==> config.mk <==
export PLATFORM = sky130hd
export DESIGN_NAME = serial_word_feeder
export DESIGN_NICKNAME = d
export VERILOG_FILES = /design/src/rtl/serial_word_feeder.sv
export SDC_FILE = /design/constraint.sdc
export NUM_CORES = 1
export LEC_CHECK = 0
export ABC_AREA = 1
export CORE_MARGIN = 2
export CORE_UTILIZATION = 55
export CTS_CLUSTER_DIAMETER = 80
export DETAILED_ROUTE_END_ITERATION = 8
export HOLD_SLACK_MARGIN = 0.1
export PLACE_DENSITY_LB_ADDON = 0.12
export SYNTH_ARGS = -nofsm -noshare
export SYNTH_HDL_FRONTEND = slang
export SYNTH_SLANG_ARGS = --single-unit
==> constraint.sdc <==
create_clock -name clk -period 3.46 [get_ports clk]
set_input_delay 0.692 -clock clk [delete_from_list [all_inputs] [get_ports clk]]
set_output_delay 0.692 -clock clk [all_outputs]
set_load 0.1 [all_outputs]
==> src/rtl/serial_word_feeder.sv <==
// serial_word_feeder: accepts WIDTH-bit words on a valid/ready handshake and
// streams them one bit per clock on x_out, with a one-word holding register so
// consecutive words stream back to back.
// Latency: first bit of a word accepted at edge E appears in the cycle after E.
// Backpressure: data_ready drops while the holding register is occupied.
module serial_word_feeder #(
  parameter int WIDTH     = 8,
  parameter bit MSB_FIRST = 1'b1
) (
  input  logic             clk,
  input  logic             rst,
  input  logic [WIDTH-1:0] data_in,
  input  logic             data_valid,
  output logic             data_ready,
  output logic             x_out,
  output logic             x_valid,
  output logic             frame_start,
  output logic             busy
);

  localparam int CW = $clog2(WIDTH);
  localparam logic [CW-1:0] LAST_CNT = CW'(WIDTH - 1);

  localparam logic [0:0] ST_IDLE  = 1'b0;
  localparam logic [0:0] ST_SHIFT = 1'b1;

  logic [0:0]       state_q, state_d;
  logic [CW-1:0]    cnt_q, cnt_d;
  logic [WIDTH-1:0] sh_q, sh_d;
  logic [WIDTH-1:0] hold_q, hold_d;
  logic             hold_full_q, hold_full_d;

  logic             shifting;
  logic             last_bit;
  logic             shifter_free;
  logic             accept;
  logic             cur_bit;
  logic [WIDTH-1:0] sh_shifted;

  assign shifting     = (state_q == ST_SHIFT);
  assign last_bit     = shifting && (cnt_q == LAST_CNT);
  // The shifter can take a new word at the edge that retires the last bit.
  assign shifter_free = !shifting || last_bit;

  // Ready is forced low during reset so nothing is accepted while rst is high.
  assign data_ready = !hold_full_q && !rst;
  assign accept     = data_valid && data_ready;

  // Direction-dependent serial tap and shift; vacated bits fill with zero.
  always_comb begin
    if (MSB_FIRST) begin
      cur_bit    = sh_q[WIDTH-1];
      sh_shifted = {sh_q[WIDTH-2:0], 1'b0};
    end else begin
      cur_bit    = sh_q[0];
      sh_shifted = {1'b0, sh_q[WIDTH-1:1]};
    end
  end

  // Next-state: shift/count, end-of-word refill from hold, and load routing.
  always_comb begin
    state_d     = state_q;
    cnt_d       = cnt_q;
    sh_d        = sh_q;
    hold_d      = hold_q;
    hold_full_d = hold_full_q;

    if (shifting) begin
      sh_d  = sh_shifted;
      cnt_d = cnt_q + CW'(1);
    end

    if (last_bit) begin
      if (hold_full_q) begin
        // Holding register has priority; accept is impossible while it is full.
        sh_d        = hold_q;
        hold_full_d = 1'b0;
        cnt_d       = '0;
        state_d     = ST_SHIFT;
      end else begin
        // Word finished; a direct load below may override this.
        cnt_d   = '0;
        state_d = ST_IDLE;
      end
    end

    if (accept) begin
      if (shifter_free && !hold_full_q) begin
        sh_d    = data_in;
        cnt_d   = '0;
        state_d = ST_SHIFT;
      end else begin
        hold_d      = data_in;
        hold_full_d = 1'b1;
      end
    end
  end

  // State registers; reset discards any partial word and the holding register.
  always_ff @(posedge clk or posedge rst) begin
    if (rst) begin
      state_q     <= ST_IDLE;
      cnt_q       <= '0;
      sh_q        <= '0;
      hold_q      <= '0;
      hold_full_q <= 1'b0;
    end else begin
      state_q     <= state_d;
      cnt_q       <= cnt_d;
      sh_q        <= sh_d;
      hold_q      <= hold_d;
      hold_full_q <= hold_full_d;
    end
  end

  // Output qualification: x_out is held at 0 outside valid bits.
  always_comb begin
    x_valid     = shifting;
    x_out       = shifting && cur_bit;
    frame_start = shifting && (cnt_q == '0);
    busy        = shifting || hold_full_q;
  end

endmodule

==> out/qor.yml <==
worst_ep_required_time_ps: 2770
fp-row-count: 16
synthCells: 139
cts.repair.resized: 0
reg2reg_slack_ps: 1860
grt_setup_unrepaired: "no"
outcome: "finished clean"
hold_class: "register to register"
drv_slew: 0
leakage_uw: 0.000660
first_pass_iters: 4
initial_core_util_pct: 56.8
r2r_end: "hold_q[3]"
powerDensity_nw_per_um2: 861
fin_setup_tns_ps: 0
clk_pin_slew_ps: 110
yosysMostFrequentCell: "nand2_1"
wl_per_cell_um: 11.0
io_buffers: 15
antennaDiodeCount: 0
cts_tree: "built"
dpl.hpwl_mm: 1.40
yosysTopAreaCell: "dfrtp_1"
tightest_slew_ps: 809
r2r-start: "cnt_q[0]"
ys_ff_latch: 21
finalHoldViolations: 0
antenna_found_initial: 0
fill_cells: 189
cp_max_fo: 4
grt.total_usage_pct: 20.2
grt_overflow: 0
holdBufCountCts: 0
final.min_clock_period_ps: 2350
core_area_sq_um: 1920
cap_violations: 0
vias_per_cell: 4.84
routed-via-count: 881
skew_ps: 7.47
cts_buffers: 3
die-area_sq_um: 2360
crit_path_top_delay_cell: "clkdlybuf4s50_1"
cts_buffer_depth: 2
max-slew-margin-rel_pct: 46.0
synth_fp_nets: 153
grt_pass1_vias: 805
drtIter0Drc: 38
vdd_drop_max_v: 0.000459
hp-start: "hold_q[0]"
htree_levels: 1
async_flop_share_pct: 100
period_share_pct: 67.9
synthTopCellsByArea: "dfrtp_1 (48%), nand2_1 (19%), nand3_1 (8.3%)"
routabilityCongestion: 0.730
drtAntennaViolNets: 0
dp_cells: 178
worst_ep_arrival_time_ps: 1660
clkSinkCount: 21
ys_seq_area_share_pct: 48.2
synthFlopType: "dfrtp_1"
synth_commonest_cells: "nand2_1 (54), dfrtp_1 (21), nand3_1 (18)"
worstPathCellList: "clkdlybuf4s50_1 -> nor2_4 -> buf_4"
min_path_cells: 2
root_buffer: "clkbuf_4"
drive_above_1_share_pct: 12.3
grt_max_degree: 22
synth.distinct_cells: 17
clkLatencyLatePin_ps: 310
area_growth_pct: 16.3
syn_area_sq_um: 1090
max_freq_mhz: 426
die_x_um: 48.5
worst_setup_path_end_kind: "output port"
syn_area_per_cell_sq_um: 7.85
io_pins: 16
fin_cells: 182
routed_wl_mm: 2.00
synth_top_area_share_pct: 48.2
r2r_cells: 6
fin_nets: 170
postCtsSetupBuffers: 0
synth_enable_flop_cells: 0
hold_end: "hold_q[0]"
setup_viol: 0
yosys_warnings: 0
worst_path_largest_cell_delay_ps: 460
grt_pass1_wl_mm: 3.66
crit_path_start_kind: "primary input"
crit_type: "primary input to output port"
die_y_um: 48.5
drc: 0
cells by family (layout without fill, tap and decap cells):
family | count (synthesis) | in the layout | synth area share [%]
AOI/OAI and AO/OA | 11 | 11 | 5.05
and+or+nand+nor | 83 | 83 | 35.2
DFF | 21 | 21 | 48.2
adders and majority gates | 3 | 3 | 3.44
buffers and inverters | 21 | 37 | 8.14
area by class of cell:
type / count / area [sq um] / share of cell area [%]
Timing Repair Buffer: 15 / 138 / 10.8
Clock buffer: 3 / 22.5 / 1.78
Multi-Input combinational cell: 97 / 477 / 37.6
Clock inverter: 1 / 5.00 / 0.394
Inverter: 18 / 67.6 / 5.33
Sequential cell: 21 / 526 / 41.4
Tap cell: 27 / 33.8 / 2.66
report_power, final:
| part | switching (uW) | total, uW | internal (uW) |
|---|---|---|---|
| clock network | 74.9 | 118 | 43.2 |
| logic | 385 | 545 | 160 |
| registers | 74.0 | 430 | 356 |
placed cells by master (no fill, tap or decap):
cell / instances
buf_4: 5
clkbuf_4: 3
clkdlybuf4s50_1: 10
clkinv_2: 1
dfrtp_1: 21
ha_1: 3
inv_1: 16
inv_2: 2
nand2_1: 54
nand2_2: 1
nand2_4: 1
nand3_1: 18
nand3_2: 2
nand4_1: 1
nor2_1: 2
nor2_4: 3
o21ai_0: 10
o21ai_1: 1
or2_2: 1
per-stage QoR:
| step | power [uW] | hold slack [ps] | area (sq um) | worst slack (ps) | util, % |
|---|---|---|---|---|---|
| 4_1_cts | 1100 | 515 | 1270 | 1100 | 66.0 |
| 6_report | 1090 | 505 | 1270 | 1110 | 66.0 |
| 3_3_place_gp | 968 | 480 | 1240 | 1120 | 64.6 |
| 2_1_floorplan | 874 | 459 | 1090 | 135 | - |
| 3_5_place_dp | 982 | 489 | 1240 | 1110 | 64.6 |
| 5_1_grt | 1200 | 556 | 1270 | 1070 | 66.0 |
sequential cells by signal (all words and copies together), names as in the netlist:
register	count
cnt_q	3
hold_full_q	1
hold_q	8
sh_q	8
x_valid	1
worst max-delay path by stage:
stage | startpoint | end | cells after the start
3_5_place_dp | rst | data_ready | 3
3_3_place_gp | rst | data_ready | 3
6_report | rst | data_ready | 3
2_1_floorplan | x_valid | frame_start | 3
5_1_grt | rst | data_ready | 3
4_1_cts | rst | data_ready | 3
critical path, delay by kind of cell:
family	cells	cell delay [ps]
simple gates	1	190
buf+inv	2	780
metal layers:
metal | routed length, um | up-vias | GRT usage [%]
met5 | 0 | - | 0
met4 | 48 | 0 | 10.0
met3 | 114 | 4 | 3.09
met2 | 890 | 29 | 31.3
met1 | 944 | 385 | 27.9
li1 | - | 463 | -
(Power assumes the default switching activity.)
